$ cat src/rtl/dct_blk_arbiter_if.sv
// dct_blk_arbiter_if: requester, DCT-core and tag-return signals of the block arbiter
// slave  : arbiter side (drives req_ready, out_*, ret_src*, busy, err)
// master : environment side (drives en, req_*, ret_valid, ret_eob)
interface dct_blk_arbiter_if;
  logic            en;
  logic [1:0]      req_valid;
  logic [1:0][7:0] req0_data;
  logic [1:0][7:0] req1_data;
  logic [1:0]      req_sob;
  logic [1:0]      req_eob;
  logic [1:0]      req_sof;
  logic [1:0]      req_ready;
  logic            out_valid;
  logic [1:0][7:0] out_data;
  logic            out_sob;
  logic            out_eob;
  logic            out_sof;
  logic            out_src;
  logic            ret_valid;
  logic            ret_eob;
  logic            ret_src;
  logic            ret_src_valid;
  logic            busy;
  logic            err;
  modport slave (
    input  en, req_valid, req0_data, req1_data, req_sob, req_eob, req_sof, ret_valid, ret_eob,
    output req_ready, out_valid, out_data, out_sob, out_eob, out_sof, out_src, ret_src, ret_src_valid, busy, err
  );
  modport master (
    output en, req_valid, req0_data, req1_data, req_sob, req_eob, req_sof, ret_valid, ret_eob,
    input  req_ready, out_valid, out_data, out_sob, out_eob, out_sof, out_src, ret_src, ret_src_valid, busy, err
  );
endinterface

$ cat src/rtl/dct_blk_arbiter.sv
// dct_blk_arbiter: round-robin whole-block arbiter of two pixel requesters onto one DCT core
// clk, rst_n : clock, synchronous active-low reset
// bus        : dct_blk_arbiter_if.slave (requester beats in, framed beats to core, source tag return)
// DCT_ARB_CHK_EN : when defined, enables sticky protocol error detection on bus.err
module dct_blk_arbiter #(
  parameter int BEATS     = 32,
  parameter int TAG_DEPTH = 4
) (
  input logic               clk,
  input logic               rst_n,
  dct_blk_arbiter_if.slave  bus
);
  localparam int CW = $clog2(BEATS);
  localparam int AW = $clog2(TAG_DEPTH);
  typedef enum logic {IDLE, BURST} state_t;
  state_t          state_q;
  logic            grant_q;
  logic            rr_last_q;
  logic [CW-1:0]   beat_cnt_q;
  logic [TAG_DEPTH-1:0] tag_q;
  logic [AW-1:0]   wr_q;
  logic [AW-1:0]   rd_q;
  logic [AW:0]     cnt_q;
  logic            out_valid_q;
  logic [1:0][7:0] out_data_q;
  logic            out_sob_q;
  logic            out_eob_q;
  logic            out_sof_q;
  logic            out_src_q;
  logic [1:0]      cand;
  logic            pick;
  logic            full;
  logic            empty;
  logic            push;
  logic            pop;
  logic            first;
  logic            last;
  logic            accept;
  logic [1:0][7:0] data_sel;
  assign cand     = bus.req_valid & bus.req_sob;
  // on a tie the requester not served last wins
  assign pick     = (&cand) ? ~rr_last_q : cand[1];
  assign full     = cnt_q == (AW+1)'(TAG_DEPTH);
  assign empty    = cnt_q == '0;
  // full blocks the grant even if a pop frees a slot this same cycle
  assign push     = (state_q == IDLE) && bus.en && !full && |cand;
  assign pop      = bus.ret_valid && bus.ret_eob && !empty;
  assign first    = beat_cnt_q == '0;
  assign last     = beat_cnt_q == CW'(BEATS - 1);
  assign accept   = (state_q == BURST) && bus.req_valid[grant_q];
  assign data_sel = grant_q ? bus.req1_data : bus.req0_data;
  always_ff @(posedge clk) begin
    if (!rst_n) begin
      state_q     <= IDLE;
      grant_q     <= 1'b0;
      rr_last_q   <= 1'b1;
      beat_cnt_q  <= '0;
      tag_q       <= '0;
      wr_q        <= '0;
      rd_q        <= '0;
      cnt_q       <= '0;
      out_valid_q <= 1'b0;
      out_data_q  <= '0;
      out_sob_q   <= 1'b0;
      out_eob_q   <= 1'b0;
      out_sof_q   <= 1'b0;
      out_src_q   <= 1'b0;
    end else begin
      if (push) begin
        state_q     <= BURST;
        grant_q     <= pick;
        rr_last_q   <= pick;
        beat_cnt_q  <= '0;
        tag_q[wr_q] <= pick;
        wr_q        <= wr_q + AW'(1);
      end
      if (accept) begin
        beat_cnt_q <= beat_cnt_q + CW'(1);
        out_data_q <= data_sel;
        out_src_q  <= grant_q;
        if (last) state_q <= IDLE;
      end
      if (pop) rd_q <= rd_q + AW'(1);
      cnt_q       <= cnt_q + (AW+1)'(push) - (AW+1)'(pop);
      // framing is regenerated from the beat counter, never copied from the requester
      out_valid_q <= accept;
      out_sob_q   <= accept && first;
      out_eob_q   <= accept && last;
      out_sof_q   <= accept && first && bus.req_sof[grant_q];
    end
  end
  assign bus.req_ready     = (state_q == BURST) ? (grant_q ? 2'b10 : 2'b01) : 2'b00;
  assign bus.out_valid     = out_valid_q;
  assign bus.out_data      = out_data_q;
  assign bus.out_sob       = out_sob_q;
  assign bus.out_eob       = out_eob_q;
  assign bus.out_sof       = out_sof_q;
  assign bus.out_src       = out_src_q;
  assign bus.ret_src       = !empty && tag_q[rd_q];
  assign bus.ret_src_valid = !empty;
  assign bus.busy          = state_q == BURST;
`ifdef DCT_ARB_CHK_EN
  logic err_q;
  logic err_now;
  // requester framing must agree with the beat counter; a return eob needs an outstanding tag
  assign err_now = (accept && bus.req_sob[grant_q] && !first)
                || (accept && (bus.req_eob[grant_q] != last))
                || (bus.ret_valid && bus.ret_eob && empty);
  always_ff @(posedge clk) begin
    if (!rst_n) err_q <= 1'b0;
    else if (err_now) err_q <= 1'b1;
  end
  assign bus.err = err_q;
`else
  logic unused_eob;
  assign unused_eob = ^bus.req_eob;
  assign bus.err    = 1'b0;
`endif
endmodule
$ cat src/flat_wrapper.sv
// flat-port wrapper written by rule: the top's interface ports become plain ports
module dct_blk_arbiter_flat 
#(
  parameter int BEATS     = 32,
  parameter int TAG_DEPTH = 4
)
  (clk, rst_n, bus_en, bus_req_valid, bus_req0_data, bus_req1_data, bus_req_sob, bus_req_eob, bus_req_sof, bus_ret_valid, bus_ret_eob, bus_req_ready, bus_out_valid, bus_out_data, bus_out_sob, bus_out_eob, bus_out_sof, bus_out_src, bus_ret_src, bus_ret_src_valid, bus_busy, bus_err);
  dct_blk_arbiter_if bus_i ();
  input logic clk;
  input logic rst_n;
  input wire logic [$bits(bus_i.en)-1:0] bus_en;
  input wire logic [$bits(bus_i.req_valid)-1:0] bus_req_valid;
  input wire logic [$bits(bus_i.req0_data)-1:0] bus_req0_data;
  input wire logic [$bits(bus_i.req1_data)-1:0] bus_req1_data;
  input wire logic [$bits(bus_i.req_sob)-1:0] bus_req_sob;
  input wire logic [$bits(bus_i.req_eob)-1:0] bus_req_eob;
  input wire logic [$bits(bus_i.req_sof)-1:0] bus_req_sof;
  input wire logic [$bits(bus_i.ret_valid)-1:0] bus_ret_valid;
  input wire logic [$bits(bus_i.ret_eob)-1:0] bus_ret_eob;
  output wire logic [$bits(bus_i.req_ready)-1:0] bus_req_ready;
  output wire logic [$bits(bus_i.out_valid)-1:0] bus_out_valid;
  output wire logic [$bits(bus_i.out_data)-1:0] bus_out_data;
  output wire logic [$bits(bus_i.out_sob)-1:0] bus_out_sob;
  output wire logic [$bits(bus_i.out_eob)-1:0] bus_out_eob;
  output wire logic [$bits(bus_i.out_sof)-1:0] bus_out_sof;
  output wire logic [$bits(bus_i.out_src)-1:0] bus_out_src;
  output wire logic [$bits(bus_i.ret_src)-1:0] bus_ret_src;
  output wire logic [$bits(bus_i.ret_src_valid)-1:0] bus_ret_src_valid;
  output wire logic [$bits(bus_i.busy)-1:0] bus_busy;
  output wire logic [$bits(bus_i.err)-1:0] bus_err;
  assign bus_i.en = bus_en;
  assign bus_i.req_valid = bus_req_valid;
  assign bus_i.req0_data = bus_req0_data;
  assign bus_i.req1_data = bus_req1_data;
  assign bus_i.req_sob = bus_req_sob;
  assign bus_i.req_eob = bus_req_eob;
  assign bus_i.req_sof = bus_req_sof;
  assign bus_i.ret_valid = bus_ret_valid;
  assign bus_i.ret_eob = bus_ret_eob;
  assign bus_req_ready = bus_i.req_ready;
  assign bus_out_valid = bus_i.out_valid;
  assign bus_out_data = bus_i.out_data;
  assign bus_out_sob = bus_i.out_sob;
  assign bus_out_eob = bus_i.out_eob;
  assign bus_out_sof = bus_i.out_sof;
  assign bus_out_src = bus_i.out_src;
  assign bus_ret_src = bus_i.ret_src;
  assign bus_ret_src_valid = bus_i.ret_src_valid;
  assign bus_busy = bus_i.busy;
  assign bus_err = bus_i.err;
  dct_blk_arbiter #(.BEATS(BEATS), .TAG_DEPTH(TAG_DEPTH)) u_core (.clk(clk), .rst_n(rst_n), .bus(bus_i));
endmodule
$ cat config.mk
export PLATFORM = sky130hd
export DESIGN_NAME = dct_blk_arbiter_flat
export DESIGN_NICKNAME = d
export VERILOG_FILES = /design/src/rtl/dct_blk_arbiter_if.sv /design/src/rtl/dct_blk_arbiter.sv /design/src/flat_wrapper.sv
export SDC_FILE = /design/constraint.sdc
export NUM_CORES = 1
export LEC_CHECK = 0
export ABC_AREA = 0
export BUFFER_PORTS_ARGS = -buffer_cell sky130_fd_sc_hd__buf_2
export CAP_MARGIN = 20
export CORE_UTILIZATION = 45
export CTS_BUF_LIST = sky130_fd_sc_hd__clkbuf_8
export DETAILED_ROUTE_END_ITERATION = 12
export PLACE_DENSITY = 0.76
export SYNTH_ARGS = -nofsm -noshare
export SYNTH_HDL_FRONTEND = slang
export SYNTH_SLANG_ARGS = --single-unit
$ cat constraint.sdc
create_clock -name clk -period 3.8 [get_ports clk]
set_input_delay 0.76 -clock clk [delete_from_list [all_inputs] [get_ports clk]]
set_output_delay 0.76 -clock clk [all_outputs]
set_load 0.005 [all_outputs]
==> flow_summary.ini, run 1 <==
[sta]
fin_crit_sh_pct = 65.37
setup-tns-final_ns = 0
grt_setup_unrepaired = false
hold_violations = 0
worstMarginPinSlew_ns = 0.8110
min_period_ns = 2.484
clock_skew_ns = 0.007368
setup_viol_count_final = 0
slew_headroom_pct = 45.94
drv_slew = 0
max_clock_freq_mhz = 402.6

[synth]
async_flop_share_pct = 0
synth_warnings = 0
yosysMostFrequentCell = dfxtp_1
synth_top_area_share_pct = 39.93
synth_cell_types = 44
syn-instance-count = 208
synth_edf_count = 0
synth_common_cells = dfxtp_1 (40), mux2i_1 (25), a211oi_1 (17), a21oi_1 (17), nand2_1 (16)
synth.avg_cell_area_um2 = 9.643
synth_area_leaders = dfxtp_1 (40%), mux2i_1 (12%), a211oi_1 (6.4%)
synth_flop_cell = dfxtp_1
yosysTopAreaCell = dfxtp_1
synth.yosys.seq_area_share_pct = 39.93
syn-num-nets = 263
mappedNetlistArea_mm2 = 0.002006
ys_ff_latch = 40

[routing]
route.detailed.drc = 0
first_pass_iters = 4
wl_per_cell_um = 12.45
wirelength_mm = 3.984
dr_total_vias = 1667
ant_nets = 0
drt_iter0_markers = 58
drt-vias-per-instance = 5.209

[global_routing]
gr-usage-met3_pct = 5.263
overflow = 0
busiest_layer = met2
use_met1_pct = 21.91
grt_pass1_vias = 1463
grt_max_degree = 32
antenna_found_initial = 0
grt_use_met2_pct = 31.13
grt_pass1_wl_mm = 6.417
grtUsageTotal_pct = 18.26

[hold_path]
holdPathEnd = u_core.tag_q[3]
hold_path_depth = 2
min_path_type = reg2reg
hold_start = u_core.tag_q[3]

[setup_path]
path_class = in2reg
startpoint_type = primary input
rrSetupSlack_ns = 1.39
ff2ff_path_depth = 9
critical-path-top-delay-family = simple AND/OR/NAND/NOR gates
crit_arrival_ns = 2.70
cp.depth = 10
worstPathRequired_ns = 4.01
critPathBufInv = 3
worstSetupEndpointType = flip-flop
slowest_stage = or4b_4
path_cells = buf_2 > a22oi_2 > or4b_4 > clkinv_2 > ha_1 > inv_1 > fa_1 > xor2_1 > and2_1 > nor3_1
reg2reg_from = u_core.cnt_q[1]
slowest_delay_ns = 0.57
r2r-end = u_core.cnt_q[2]
cp_max_fo = 6

[floorplanning]
start_util_pct = 48.40
coreArea_mm2 = 0.004144
die_w_um = 68.76
rows = 23
die_y_um = 68.76
pin_count = 72
die_area_mm2 = 0.004728

[finish]
drive_gt1_share_pct = 32.22
num-nets-final = 324
n_antenna_cell = 0
finalInstanceArea_mm2 = 0.002459
syn_to_final_growth_pct = 22.58

[cts]
root_buffer = clkbuf_8
cts_buffers = 5
cts_tree = yes
post_cts_buffers = 0
clock_latency_ns = 0.29
hold_buffers = 0
clk_path_buf_depth = 2
cts_htree_levels = 2
cts.sinks = 40
cts_repair_resize_count = 0
path_clk_slew_ns = 0.08

[placement]
placed_area_mm2 = 0.002347
port_buffers = 68
hpwl_mm = 2.821
gp_congestion = 0.7506

[power]
vdd_ir_drop_max_uv = 198.9
power_density_mw_per_mm2 = 430.6
power_leakage_nw = 1.079

[run_status]
status = completed

[run]
drv_cap = 0
-- worst max path at each step --
stage / from / endpoint / slack (ns)
detailed placement: bus_req_valid[0] / u_core.cnt_q[2] / 1.01
floorplan: bus_req_valid[0] / u_core.cnt_q[2] / 1.24
CTS: bus_req_valid[0] / u_core.cnt_q[2] / 1.32
global route: bus_req_valid[0] / u_core.cnt_q[2] / 1.23
finish: bus_req_valid[0] / u_core.cnt_q[2] / 1.32
global placement: bus_req_valid[0] / u_core.cnt_q[2] / 1.04
-- kinds of logic (layout without fill, tap and decap cells) --
family | Yosys count | count (layout) | share of synthesized area, %
adders and majority gates | 10 | 10 | 6.613
DFF | 40 | 40 | 39.93
xor gates and xnor gates | 2 | 2 | 0.8735
muxes | 28 | 28 | 14.72
buffers and inverters | 26 | 88 | 5.739
and+or+nand+nor | 55 | 55 | 15.78
other | 1 | 1 | 0.1870
AOI/OAI and AO/OA | 46 | 46 | 16.16
-- flip-flops by register name (all words and copies together) (netlist names), 2 cells and up --
signal / flops
u_core.wr_q: 2
u_core.cnt_q: 3
u_core.tag_q: 4
u_core.rd_q: 2
u_core.bus.out_data: 16
u_core.beat_cnt_q: 5
-- metrics by stage --
stage	hold slack [ns]	power, W	setup slack (ns)	util [%]	instances
floorplan	0.4315	0.0006520	1.235	-	208
global placement	0.4439	0.0007207	1.038	56.64	312
detailed placement	0.4507	0.0007291	1.012	56.64	312
CTS	0.4630	0.001072	1.322	59.33	320
global route	0.4859	0.001128	1.227	59.33	320
finish	0.4568	0.001059	1.316	59.33	320
-- power breakdown --
group | internal [W] | switching, W | total, W
Clock | 0.000194 | 0.000148 | 0.000342
Sequential | 0.000455 | 0.0000350 | 0.000490
Combinational | 0.000110 | 0.000116 | 0.000227
-- layout by cell type, fill, tap and decap left out, types with 2 or more instances in the layout --
cell	netlist	layout
a21oi_1	17	17
nor3_1	5	5
mux2_2	2	2
clkinv_2	1	2
inv_1	9	9
buf_4	1	2
nor2_1	6	6
nand2_1	16	16
ha_1	9	9
nand2b_1	2	2
buf_2	4	68
nor2b_1	2	2
and3_1	3	3
nand4_1	2	2
and2_1	7	7
a211oi_1	17	17
dfxtp_1	40	40
mux2i_1	25	25
clkbuf_8	0	5
nand3b_1	4	4
o31ai_1	2	2
nand3_1	2	2
a32o_1	2	2
-- worst min-delay path: cells and delay by family (launching register included) --
kind             cells  cell delay, ns
flip-flops           1            0.31
AND/OR/NAND/NOR      1            0.05
multiplexers         1            0.05
-- area by class of cell --
type	count	area [um^2]
clock inverters	3	42.54
multi-input cells	142	1090
fillers	377	1685
well taps	50	62.56
inverters	10	38.79
repair buffers	70	355.3
flip-flops and latches	40	800.8
clock buffers	5	68.82
-- routing by layer --
layer	routed length, um	up-vias
li1	-	872
met5	0	-
met1	1924	744
met3	164	5
met2	1843	46
met4	53	0
No activity file was read; power rests on OpenSTA's default activity.
==> inputs of run 2 (changes only) <==
PLACE_DENSITY = 0.79   (was 0.76)
clock period = 2.1 ns   (was 3.8 ns; I/O delays follow)
==> flow_summary.ini, run 2 (same netlist as run 1, synthesis figures left out) <==
[finish]
seq_area_um2 = 807.0
drive_gt1_share_pct = 37.10
final_common_cell = buf_2
post-route-util_pct = 61.65
final_cell_mix = buf_2 (68), dfxtp_1 (37), mux2i_1 (25), a21oi_1 (17), a211oi_1 (17)
largest_reg_flops = 16
syn_to_final_growth_pct = 27.39
n_antenna_cell = 0
multi_input_area_mm2 = 0.001097
final.fill_count = 368
finalInstanceArea_mm2 = 0.002555
num-nets-final = 337

[global_routing]
grt_max_degree = 32
overflow = 0
antenna_found_initial = 0
grt_pass1_wl_mm = 6.755
grt_pass1_vias = 1533
grtUsageTotal_pct = 19.74

[routing]
drt-vias-per-instance = 5.351
route.detailed.drc = 0
first_pass_iters = 4
dr_total_vias = 1782
wl_per_cell_um = 12.86
ant_nets = 0
drt_iter0_markers = 99
wirelength_mm = 4.284

[cts]
cts_tree = yes
cts_buffers = 5
cts_htree_levels = 2
post_cts_buffers = 0
hold_buffers = 0
path_clk_slew_ns = 0.07
root_buffer = clkbuf_8
clk_path_buf_depth = 2
clock_latency_ns = 0.29
cts.sinks = 40

[power]
power_density_mw_per_mm2 = 733.6
power_leakage_nw = 1.140
vdd_ir_drop_max_uv = 389.7

[setup_path]
worstSetupEndpointType = flip-flop
cp_max_fo = 5
crit_arrival_ns = 2.32
path_class = reg2reg
startpoint_type = flip-flop
worstPathRequired_ns = 2.32

[floorplanning]
start_util_pct = 48.40
pin_count = 72
coreArea_mm2 = 0.004144
die_area_mm2 = 0.004728
die_w_um = 68.76
rows = 23
die_y_um = 68.76

[sta]
slew_headroom_pct = 45.68
drv_slew = 0
max_clock_freq_mhz = 475.6
worstMarginPinSlew_ns = 0.8148
hold_slack_ns = 0.4580
min_period_ns = 2.103
setup_slack_ns = -0.002649
setup_viol_count_final = 1
grt_setup_unrepaired = true
setup-tns-final_ns = -0.002649
clock_skew_ns = 0.002815
hold_violations = 0
fin_crit_sh_pct = 100.1

[placement]
placed_area_mm2 = 0.002452
hpwl_mm = 3.082
port_buffers = 68
gp_congestion = 0.7811

[hold_path]
min_path_type = in2reg

[run]
drv_cap = 0

[run_status]
violations = setup timing
status = finished, violations left
run 2: changes by cell type in the layout (fill, tap and decap cells not counted), sizes merged:
| cell | previous run | this run |
|---|---|---|
| buf | 70 | 83 |
| bufinv | 1 | 0 |
| clkbuf | 5 | 6 |
| clkinv | 2 | 3 |
| clkinvlp | 1 | 0 |
run 2: worst paths after layout:
path	end	slack (ns)	startpoint	depth (start not counted)
worst min-delay path	u_core.bus.out_data[9]	0.46	bus_req0_data[9]	3
worst max-delay path	u_core.cnt_q[2]	-0.003	u_core.cnt_q[2]	9
worst max register to register	u_core.cnt_q[2]	-0.003	u_core.cnt_q[2]	9
worst min register to register	u_core.tag_q[0]	0.47	u_core.tag_q[0]	2
run 2: cell type report:
type	instances	share of cell area (%)
Inverter	10	1.665
Sequential cell	40	31.59
Clock inverter	2	0.3918
Multi-Input combinational cell	142	42.95
Timing Repair Buffer	83	17.73
Clock buffer	6	3.232
Tap cell	50	2.449
run 2: report_power, final:
part,switching [W],leakage [nW],internal (W)
combinational,0.000228,0.763,0.000230
sequential,0.0000610,0.326,0.000831
clock,0.000262,0.0510,0.000262
total,0.000551,1.14,0.00132
run 2: stage by stage:
step,power [W],worst slack (ns),instances
floorplan,0.001186,-0.05844,208
global placement,0.001337,-0.05922,325
detailed placement,0.001358,-0.09618,325
CTS,0.001885,-0.02648,333
global route,0.001994,-0.08737,333
finish,0.001874,-0.002649,333
run 2: layer usage:
layer | GRT usage [%] | vias to the layer above | share of wire, %
met5 | 0 | - | 0
met4 | 8.418 | 0 | 1.4
met3 | 4.934 | 7 | 5.7
met2 | 33.33 | 73 | 48
met1 | 23.71 | 808 | 45
li1 | - | 894 | -
run 2: critical path, stage by stage, from the launching register on:
cell      delay (ns)
dfxtp_2         0.34
nor3b_4         0.17
or4b_4          0.54
clkinv_4        0.06
ha_1            0.13
inv_1           0.05
fa_2            0.33
xor2_1          0.15
and2_1          0.16
nor3_2          0.10
run 2: what timing repair did:
item                                    CTS  global route
gates cloned                              0             0
endpoints found under the setup margin    1             1
resized for setup                         1             3
